### config.mk
export PLATFORM = sky130hd
export DESIGN_NAME = affine_interp_6tap
export DESIGN_NICKNAME = d
export VERILOG_FILES = /design/src/rtl/affine_interp_pkg.sv /design/src/rtl/affine_interp_6tap_mac.sv /design/src/rtl/affine_interp_6tap.sv
export SDC_FILE = /design/constraint.sdc
export NUM_CORES = 1
export LEC_CHECK = 0
export CORE_ASPECT_RATIO = 0.7
export CORE_MARGIN = 5
export CORE_UTILIZATION = 41
export CTS_CLUSTER_DIAMETER = 100
export DETAILED_ROUTE_END_ITERATION = 6
export GPL_ROUTABILITY_DRIVEN = 0
export MAX_ROUTING_LAYER = met4
export PLACE_DENSITY = 0.53
export SYNTH_ARGS = -nofsm -noshare
export SYNTH_HDL_FRONTEND = slang
export SYNTH_SLANG_ARGS = --single-unit
### constraint.sdc
create_clock -name clk -period 7.2 [get_ports clk]
set_clock_uncertainty 0.2 [all_clocks]
set_input_delay 1.8 -clock clk [delete_from_list [all_inputs] [get_ports clk]]
set_output_delay 1.8 -clock clk [all_outputs]
set_load 0.01 [all_outputs]
### src/rtl/affine_interp_pkg.sv
// Shared constants and the 1/16-phase 6-tap coefficient table for affine_interp_6tap.
package affine_interp_pkg;

    localparam int NUM_TAPS   = 6;
    localparam int FRAC_BITS  = 4;
    localparam int NUM_PHASES = 16;
    localparam int NORM_SHIFT = 6;
    localparam int ROUND_OFS  = 32;

    typedef logic signed [7:0] coeff_t;

    // Row p is phase p, tap 0 weights the oldest sample; every row sums to 64.
    localparam coeff_t COEFF_TAB [NUM_PHASES][NUM_TAPS] = '{
        '{ 8'sd0,   8'sd0,   8'sd64,  8'sd0,   8'sd0,   8'sd0 },
        '{ 8'sd1,  -8'sd3,   8'sd63,  8'sd4,  -8'sd2,   8'sd1 },
        '{ 8'sd1,  -8'sd5,   8'sd62,  8'sd8,  -8'sd3,   8'sd1 },
        '{ 8'sd2,  -8'sd8,   8'sd60,  8'sd13, -8'sd4,   8'sd1 },
        '{ 8'sd3,  -8'sd10,  8'sd58,  8'sd17, -8'sd5,   8'sd1 },
        '{ 8'sd3,  -8'sd11,  8'sd52,  8'sd26, -8'sd8,   8'sd2 },
        '{ 8'sd2,  -8'sd9,   8'sd47,  8'sd31, -8'sd10,  8'sd3 },
        '{ 8'sd3,  -8'sd11,  8'sd45,  8'sd34, -8'sd10,  8'sd3 },
        '{ 8'sd3,  -8'sd11,  8'sd40,  8'sd40, -8'sd11,  8'sd3 },
        '{ 8'sd3,  -8'sd10,  8'sd34,  8'sd45, -8'sd11,  8'sd3 },
        '{ 8'sd3,  -8'sd10,  8'sd31,  8'sd47, -8'sd9,   8'sd2 },
        '{ 8'sd2,  -8'sd8,   8'sd26,  8'sd52, -8'sd11,  8'sd3 },
        '{ 8'sd1,  -8'sd5,   8'sd17,  8'sd58, -8'sd10,  8'sd3 },
        '{ 8'sd1,  -8'sd4,   8'sd13,  8'sd60, -8'sd8,   8'sd2 },
        '{ 8'sd1,  -8'sd3,   8'sd8,   8'sd62, -8'sd5,   8'sd1 },
        '{ 8'sd1,  -8'sd2,   8'sd4,   8'sd63, -8'sd3,   8'sd1 }
    };

endpackage

### src/rtl/affine_interp_6tap_mac.sv
// affine_tap_mac: S2 registers six table-weighted products, S3 registers their sum.
// With AFFINE_ROUND_CLIP_EN defined, S3 also rounds by 1/64 and saturates to IN_SIZE.
module affine_tap_mac
    import affine_interp_pkg::*;
#(
    parameter int IN_SIZE  = 8,
    parameter int ACC_SIZE = IN_SIZE + 8,
    parameter int OUT_SIZE = ACC_SIZE
) (
    input  logic                              clk,
    input  logic                              rst_n,
    input  logic                              en,
    input  logic [NUM_TAPS-1:0][IN_SIZE-1:0]  win_i,
    input  logic [FRAC_BITS-1:0]              frac_i,
    input  logic                              vld_i,
    output logic                              vld_o,
    output logic signed [OUT_SIZE-1:0]        data_o
);

    logic signed [ACC_SIZE-1:0] prod_d [NUM_TAPS];
    logic signed [ACC_SIZE-1:0] prod_q [NUM_TAPS];
    logic signed [ACC_SIZE-1:0] sum;
    logic signed [OUT_SIZE-1:0] data_d, data_q;
    logic                       vld2_q, vld3_q;

    always_comb begin
        for (int t = 0; t < NUM_TAPS; t++) begin
            prod_d[t] = ACC_SIZE'($signed(win_i[t])) * ACC_SIZE'(COEFF_TAB[frac_i][t]);
        end
    end

    always_comb begin
        sum = (prod_q[0] + prod_q[1]) + (prod_q[2] + prod_q[3]) + (prod_q[4] + prod_q[5]);
    end

`ifdef AFFINE_ROUND_CLIP_EN
    localparam logic signed [ACC_SIZE-1:0] SAT_MAX = ACC_SIZE'((1 << (IN_SIZE - 1)) - 1);
    localparam logic signed [ACC_SIZE-1:0] SAT_MIN = ~SAT_MAX;
    logic signed [ACC_SIZE-1:0] rnd;

    always_comb begin
        rnd = (sum + ACC_SIZE'(ROUND_OFS)) >>> NORM_SHIFT;
        if (rnd > SAT_MAX)      data_d = OUT_SIZE'(SAT_MAX);
        else if (rnd < SAT_MIN) data_d = OUT_SIZE'(SAT_MIN);
        else                    data_d = OUT_SIZE'(rnd);
    end
`else
    always_comb begin
        data_d = OUT_SIZE'(sum);
    end
`endif

    always_ff @(posedge clk or negedge rst_n) begin
        if (!rst_n) begin
            for (int t = 0; t < NUM_TAPS; t++) prod_q[t] <= '0;
            vld2_q <= 1'b0;
            vld3_q <= 1'b0;
            data_q <= '0;
        end else if (en) begin
            for (int t = 0; t < NUM_TAPS; t++) prod_q[t] <= prod_d[t];
            vld2_q <= vld_i;
            vld3_q <= vld2_q;
            data_q <= data_d;
        end
    end

    assign vld_o  = vld3_q;
    assign data_o = data_q;

endmodule

### src/rtl/affine_interp_6tap.sv
// Streaming 6-tap 1/16-phase affine interpolator: sliding window, fill counter, S1 snapshot.
// Optional macro AFFINE_ROUND_CLIP_EN: round/saturate output to IN_SIZE instead of raw sum.
module affine_interp_6tap
    import affine_interp_pkg::*;
#(
    parameter int IN_SIZE  = 8,
    parameter int ACC_SIZE = IN_SIZE + 8,
`ifdef AFFINE_ROUND_CLIP_EN
    parameter int OUT_SIZE = IN_SIZE
`else
    parameter int OUT_SIZE = ACC_SIZE
`endif
) (
    input  logic                        clk,
    input  logic                        rst_n,
    input  logic                        in_valid,
    output logic                        in_ready,
    input  logic signed [IN_SIZE-1:0]   in_sample,
    input  logic [FRAC_BITS-1:0]        in_frac,
    input  logic                        in_sol,
    output logic                        out_valid,
    input  logic                        out_ready,
    output logic signed [OUT_SIZE-1:0]  out_data
);

    logic                             adv, accept, launch;
    logic [NUM_TAPS-1:0][IN_SIZE-1:0] win_d, win_q, s1_win_d, s1_win_q;
    logic [2:0]                       cnt_d, cnt_q, cnt_base;
    logic [FRAC_BITS-1:0]             s1_frac_d, s1_frac_q;
    logic                             s1_vld_d, s1_vld_q;

    // Whole pipeline, window included, freezes while a result waits downstream.
    assign adv      = !out_valid || out_ready;
    assign in_ready = adv;
    assign accept   = in_valid && adv;

    always_comb begin
        win_d     = win_q;
        cnt_d     = cnt_q;
        cnt_base  = in_sol ? 3'd0 : cnt_q;
        launch    = 1'b0;
        s1_win_d  = s1_win_q;
        s1_frac_d = s1_frac_q;
        s1_vld_d  = s1_vld_q;
        if (accept) begin
            win_d  = {in_sample, win_q[NUM_TAPS-1:1]};
            cnt_d  = (cnt_base == 3'(NUM_TAPS)) ? cnt_base : cnt_base + 3'd1;
            launch = (cnt_d == 3'(NUM_TAPS));
        end
        if (adv) begin
            s1_win_d  = win_d;
            s1_frac_d = in_frac;
            s1_vld_d  = launch;
        end
    end

    always_ff @(posedge clk or negedge rst_n) begin
        if (!rst_n) begin
            win_q     <= '0;
            cnt_q     <= '0;
            s1_win_q  <= '0;
            s1_frac_q <= '0;
            s1_vld_q  <= 1'b0;
        end else begin
            win_q     <= win_d;
            cnt_q     <= cnt_d;
            s1_win_q  <= s1_win_d;
            s1_frac_q <= s1_frac_d;
            s1_vld_q  <= s1_vld_d;
        end
    end

    affine_tap_mac #(
        .IN_SIZE  (IN_SIZE),
        .ACC_SIZE (ACC_SIZE),
        .OUT_SIZE (OUT_SIZE)
    ) u_mac (
        .clk    (clk),
        .rst_n  (rst_n),
        .en     (adv),
        .win_i  (s1_win_q),
        .frac_i (s1_frac_q),
        .vld_i  (s1_vld_q),
        .vld_o  (out_valid),
        .data_o (out_data)
    );

endmodule

==> summary.md, run 1 <==
| Metric | Value |
|---|---|
| Status | `complete, no violations` |
| Most common flop cell mapped by yosys | `dfrtp_1` |
| Die Span X | `282 um` |
| Final #Nets | `around 2700` |
| Worst-path fanout max | `32` |
| Final WL | `52.1 mm` |
| Crit-path slowest cell | `dfrtp_1` |
| Crit path max-delay family | `adder cells` |
| Synth Cell Area | `21200 um^2` |
| Setup violators final | `0` |
| Vias per inst | `4.93` |
| Type of the worst setup path | `reg2reg` |
| Worst path cell trace | `inv_1 > nor2_1 > nor3_1 > a21oi_1 > nand2_1 > fa_1 > fa_1 > inv_1 > fa_1 > inv_1 > fa_1 > inv_1 > ha_1 > o21ai_0 > o21ai_0 > nor4_1 > o21a_1 > a21oi_1 > xnor2_1 > a21oi_1` |
| # DRC | `0` |
| Number of gates resized after cts | `0` |
| Post-synthesis mux area share | `under 10%` |
| RR Startpoint | `s1_frac_q[2]` |
| Core box area | `51000 um^2` |
| Skew-Pair Late Insertion Delay | `0.55 ns` |
| Critical Path Sink Type | `flip-flop` |
| Initial DRC Count | `911` |
| I/O Buffers | `34` |
| Post-synthesis adder-cell area fraction | `roughly a third` |
| CP max stage delay | `0.95 ns` |
| Largest cells by area after synthesis | `dfrtp_1, fa_1, ha_1` |
| Ports | `35` |
| Clock root buffer | `clkbuf_16` |
| Critical path depth | `20` |
| Pins Over Slew Limit | `0` |
| Chip Height | `200 um` |
| # Post-CTS Setup Buffers | `0` |
| Crit path time final | `6.47 ns` |
| Clk buf depth | `3` |
| WP data required | `around 7.4 ns` |
| Commonest cells in the netlist | `inv_1, nand2_1, fa_1, dfrtp_1, ha_1` |
| DIE AREA | `56500 um^2` |
| Clk sinks | `between 200 and 250` |
| # rows | `just under 70` |
| GR Overflow Total | `0` |
| H-tree Lvls | `1` |
| Ys async rst share | `100%` |
| Startpoint types | `flip-flop` |
| Worst slew pin tran | `just over 1 ns` |
| Post-synth top area cell | `dfrtp_1` |
| RSZ-0062 raised after global routing | `false` |
| Largest family of logic cells by synthesized area | `adder cells` |
| Post-synth top area share | `25.7%` |
| Via count | `about 15000` |
| Gr usage total | `between 10% and 20%` |
| Most frequent cell after synthesis | `inv_1` |
| Xor and xnor area share after synthesis | `between 3 and 4%` |
| Yosys cell types | `54` |
| Simple-Gate Fraction of Synth Area | `12.6%` |
| Highest clock rate | `155 MHz` |
| Hold path depth | `2` |
| Starting density of the core | `41.6%` |
| Layout cells sized above 1 | `4.92%` |
| Max_cap viols | `0` |
| Synth Area per Inst | `9.42 um^2` |
| Syn. warnings | `0` |
| Num CTS Buffers | `24` |
| Vias in the first global route | `14977` |
| Initial antenna violation count | `1` |
| DR pass1 iterations | `5` |
| Clk pin slew, worst setup/hold paths | `0.06 ns` |
| Critical path origin | `s1_frac_q[2]` |
| HP Start | `cnt_q[1]` |
| Seq/Total Area, Yosys | `about a quarter` |
| Synth Area in Compound Gates | `9.71%` |
| CTS tree | `done` |
| FF+latch count, synth | `approximately 220` |
| Post-synth EDFFs | `0` |
| Final Cycle Share | `around 90%` |
| Hold Path Class | `reg2reg` |
| WP buf/inv | `4` |
| Slew headroom | `32.2%` |
| Syn nets | `roughly 2700` |
| Syn Inst Count | `2253` |
| FF-to-FF path depth | `20` |
| Post-detailed-placement half-perimeter wirelength | `41.6 mm` |
| CTS Hold Buffers Added | `0` |
| Largest net degree at the start of global routing | `197` |
| Total Neg Setup Slack | `0 ns` |
| DRT antenna net count | `0` |
| Worst Path Arrival | `roughly 6.7 ns` |
| Final Hold Viols | `0` |
| Area Overhead vs Synth | `8.62%` |
| First-pass GRT wire length | `between 80 and 90 mm` |
| Drt wl/cell | `~18 um` |
[per-layer routing]
layer  global-route usage [%]  part of all wire, %  vias up
met4                     3.20                  2.0        0
li1                         -                    -     7094
met2                     24.9                   38      244
met1                     31.1                   54     7149
met3                     4.71                  6.6       61
met5                        -                    0        -
[per-stage QoR]
step	instances	hold slack, ns	area, um^2	setup slack, ns	utilization [%]
after floorplan	2253	0.230	21200	1.91	-
after global placement	2910	0.253	22300	0.961	43.7
after detailed placement	2910	0.259	22300	0.798	43.7
after CTS	2952	0.280	23100	0.756	45.2
after global routing	2952	0.302	23100	0.281	45.2
final	2953	0.274	23100	0.729	45.2
[registers in the layout, summed over array words and instances, names as in the netlist]
register	cells
cnt_q	3
s1_frac_q	4
s1_vld_q	1
s1_win_q	48
u_mac.data_o	16
u_mac.prod_q	96
u_mac.vld2_q	1
u_mac.vld_o	1
win_q	48
[area by class of cell]
class / count / area [um^2]
clock buffers: 31 / 668
diodes: 1 / 2.50
flip-flops and latches: 218 / 5460
well taps: 674 / 843
fillers: 4955 / 28000
inverters: 436 / 1640
clock inverters: 11 / 120
repair buffers: 44 / 440
multi-input cells: 1538 / 13900
[worst register-to-register path: cells and delay by family, from the launching register on]
| family | cells | cell delay, ns |
|---|---|---|
| AND/OR/NAND/NOR | 4 | 0.91 |
| AO/OA/AOI/OAI | 6 | 1.28 |
| buffers and inverters | 4 | 0.48 |
| adder cells (fa/ha/maj) | 5 | 2.31 |
| flip-flops | 1 | 0.95 |
| XOR/XNOR | 1 | 0.18 |
[cell usage in the layout, fill, tap and decap left out, types with 25 or more instances in the layout]
cell and n:
inv_1 434, nand2_1 263, fa_1 248, dfrtp_1 218, ha_1 194, o21ai_0 113
a21oi_1 104, and2_1 98, nor2_1 97, nor2b_1 57, xnor2_1 51, mux2i_1 51
mux2_2 48, clkdlybuf4s50_1 32, xor2_1 30, clkbuf_16 25
[final timing paths]
check	to	slack [ns]
worst max-delay path	u_mac.prod_q[31]	0.73
worst min-delay path	cnt_q[1]	0.27
worst max register to register	u_mac.prod_q[31]	0.73
worst min register to register	cnt_q[1]	0.27
min in group asynchronous	u_mac.data_o[2]	1.12
max in group asynchronous	s1_win_q[34]	4.52
[cells by family (layout without fill, tap and decap cells)]
kind of cell | count (synthesis) | after routing
AND/OR/NAND/NOR | 574 | 574
buffers and inverters | 497 | 522
adder cells (fa/ha/maj) | 442 | 442
AO/OA/AOI/OAI | 342 | 342
flip-flops | 218 | 218
multiplexers | 99 | 99
XOR/XNOR | 81 | 81
other | 0 | 1
Power of run 1 is not shown: default switching activity piles up to over one toggle a cycle in this logic, so the estimate is an artifact.
==> inputs of run 2 (changes only) <==
--- a/config.mk
+++ b/config.mk
@@ -13,6 +13,7 @@
 export GPL_ROUTABILITY_DRIVEN = 0
 export MAX_ROUTING_LAYER = met4
 export PLACE_DENSITY = 0.53
+export SKIP_CTS_REPAIR_TIMING = 1
 export SYNTH_ARGS = -nofsm -noshare
 export SYNTH_HDL_FRONTEND = slang
 export SYNTH_SLANG_ARGS = --single-unit
==> results of run 2 <==
No change in the layout: final DEF, timing and power equal those of run 1.
Power of run 2 is left out for the same reason.
==> inputs of run 3 (changes only) <==
--- a/config.mk
+++ b/config.mk
@@ -11,6 +11,7 @@
 export CTS_CLUSTER_DIAMETER = 100
 export DETAILED_ROUTE_END_ITERATION = 6
 export GPL_ROUTABILITY_DRIVEN = 0
+export GPL_TIMING_DRIVEN = 0
 export MAX_ROUTING_LAYER = met4
 export PLACE_DENSITY = 0.53
 export SKIP_CTS_REPAIR_TIMING = 1
==> run 3 against run 2 <==
  * First-iteration DRC count shrank 2.7%
  * Sequential share of layout area shrank 0.19 points
  * Global-route usage rose by 1.4 points
  * Count of clock-buffer cells in the layout up 3
  * Design area up 0.79%
  * Setup slack got worse by 0.16 ns
  * Die area unchanged
  * Largest cell class unchanged
==> summary.md, run 3 (synthesis gave the netlist of run 1 again) <==
| Metric | Value |
|---|---|
| Skew-Pair Late Insertion Delay | `0.55 ns (about the same)` |
| Crit path time final | `6.64 ns (+0.165 ns)` |
| Core box area | `51000 um^2 (unchanged)` |
| Final WL | `56.8 mm (+9.0%)` |
| Most common cell after layout, fill and taps aside | `inv_1` |
| Worst slew pin tran | `1.29 ns (+0.281 ns)` |
| Starting density of the core | `41.6% (unchanged)` |
| Clk pin slew, worst setup/hold paths | `0.06 ns (about the same)` |
| FF-to-FF path depth | `21 (+5.0%)` |
| Non-Filler Instances | `3003 (+1.7%)` |
| Critical Path Sink Type | `flip-flop` |
| Most frequent cells in the layout | `inv_1, nand2_1, fa_1` |
| Max_cap viols | `0 (unchanged)` |
| Worst path cell trace | `inv_1 > ha_1 > o21a_1 > o21ai_0 > nor2b_1 > fa_1 > inv_1 > fa_1 > inv_1 > fa_1 > inv_1 > fa_1 > inv_1 > ha_1 > o21ai_0 > o211ai_1 > o2111a_1 > a211oi_2 > a21oi_1 > xnor2_1 > a21oi_1` |
| Largest net degree at the start of global routing | `119 (-40%)` |
| Gr usage total | `20.8% (+1.4 points)` |
| Highest clock rate | `151 MHz (-2.5%)` |
| Crit-path slowest cell | `o21ai_0` |
| Die Span X | `282 um (unchanged)` |
| Clk buf depth | `3 (unchanged)` |
| Diode count | `0 (-1)` |
| Number of flip-flops in the largest register | `96 (unchanged)` |
| Slew headroom | `13.1% (-19 points)` |
| Hold path depth | `2 (unchanged)` |
| Post-detailed-placement half-perimeter wirelength | `46.8 mm (+13%)` |
| Hold Path Class | `reg2reg` |
| Worst hold margin | `0.268 ns (-0.00630 ns)` |
| Top Registers | `u_mac.prod_q (96), s1_win_q (48), win_q (48)` |
| DIE AREA | `56500 um^2 (unchanged)` |
| Initial antenna violation count | `5 (+4)` |
| Clk sinks | `218 (unchanged)` |
| Chip Height | `200 um (unchanged)` |
| RSZ-0062 raised after global routing | `false` |
| CP max stage delay | `0.99 ns (+0.04 ns)` |
| Largest register by flop count | `u_mac.prod_q` |
| First-pass GRT wire length | `89.7 mm (+5.4%)` |
| Vias in the first global route | `15397 (+2.8%)` |
| Final #Nets | `2772 (+1.9%)` |
| Area Overhead vs Synth | `9.48%` |
| Fin util | `45.6% (+0.36 points)` |
| H-tree Lvls | `1 (unchanged)` |
| Layout cells sized above 1 | `4.89% (-0.022 points)` |
| WP data required | `7.39 ns (about the same)` |
| I/O Buffers | `33 (-2.9%)` |
| Drt wl/cell | `18.9 um (+7.2%)` |
| Setup violators final | `0 (unchanged)` |
| # rows | `69 (unchanged)` |
| Startpoint types | `flip-flop` |
| Worst Path Arrival | `6.83 ns (+0.17 ns)` |
| Final Hold Viols | `0 (unchanged)` |
| Ports | `35 (unchanged)` |
| # fillers | `4974 (+0.38%)` |
| DRT antenna net count | `0 (unchanged)` |
| Clock root buffer | `clkbuf_16` |
| Via count | `14926 (+2.6%)` |
| Final Cycle Share | `92.2% (+2.3 points)` |
| Pins Over Slew Limit | `0 (unchanged)` |
| Initial DRC Count | `886 (-2.7%)` |
| Most used cell, CP | `inv_1` |
| Worst-path fanout max | `8 (-75%)` |
| Type of the worst setup path | `reg2reg` |
| # DRC | `0 (unchanged)` |
| Status | `complete, no violations` |
| GR Overflow Total | `0 (unchanged)` |
| DP Cell Count | `2961 (+1.8%)` |
| DR pass1 iterations | `5 (unchanged)` |
| CTS tree | `done` |
| Num CTS Buffers | `24 (unchanged)` |
| Vias per inst | `4.97 (+0.89%)` |
## run 3: per-stage QoR
| step | setup TNS, ns | cell area, um^2 | setup WS [ns] |
|---|---|---|---|
| 6_report | 0 | 23200 | 0.564 |
| 5_1_grt | 0 | 23200 | 0.0920 |
| 4_1_cts | 0 | 23200 | 0.495 |
| 3_5_place_dp | 0 | 22400 | 0.533 |
| 3_3_place_gp | -1192.30 | 22400 | -5.54 |
| 2_1_floorplan | 0 | 21200 | 1.91 |
## run 3: layout make-up
class	count	area [um^2]	area share, %
Multi-Input combinational cell	1538	13900	59.7
Inverter	436	1640	7.05
Clock buffer	34	698	3.00
Sequential cell	218	5460	23.5
Buffer	61	256	1.10
Tap cell	674	843	3.63
Clock inverter	8	109	0.468
Timing Repair Buffer	34	363	1.56
## run 3: final timing paths
| path | start | end | slack (ns) |
|---|---|---|---|
| min in group asynchronous | rst_n | u_mac.data_o[7] | 1.10 |
| min reg2reg | u_mac.vld2_q | u_mac.vld2_q | 0.27 |
| max reg2reg | s1_frac_q[0] | u_mac.prod_q[79] | 0.56 |
| min | u_mac.vld2_q | u_mac.vld2_q | 0.27 |
| max | s1_frac_q[0] | u_mac.prod_q[79] | 0.56 |
| max in group asynchronous | rst_n | s1_frac_q[1] | 4.58 |
## run 3: per-layer routing
metal | wire length (um) | vias to the layer above | track usage (%) | share of wire (%)
met1 | 30600 | 7385 | 34.0 | 54
met2 | 22600 | 290 | 28.2 | 40
met5 | 0 | - | - | 0
met3 | 2890 | 48 | 2.60 | 5.1
li1 | - | 7203 | - | -
met4 | 682 | 0 | 2.38 | 1.2
## run 3: worst max-delay path: cells and delay by family, from the launching register on
| family | cells | cell delay (ns) |
|---|---|---|
| adder cells (fa/ha/maj) | 6 | 2.69 |
| flip-flops | 1 | 0.40 |
| buffers and inverters | 5 | 0.36 |
| AO/OA/AOI/OAI | 8 | 2.21 |
| XOR/XNOR | 1 | 0.43 |
| AND/OR/NAND/NOR | 1 | 0.17 |
Power of run 3 is left out for the same reason.
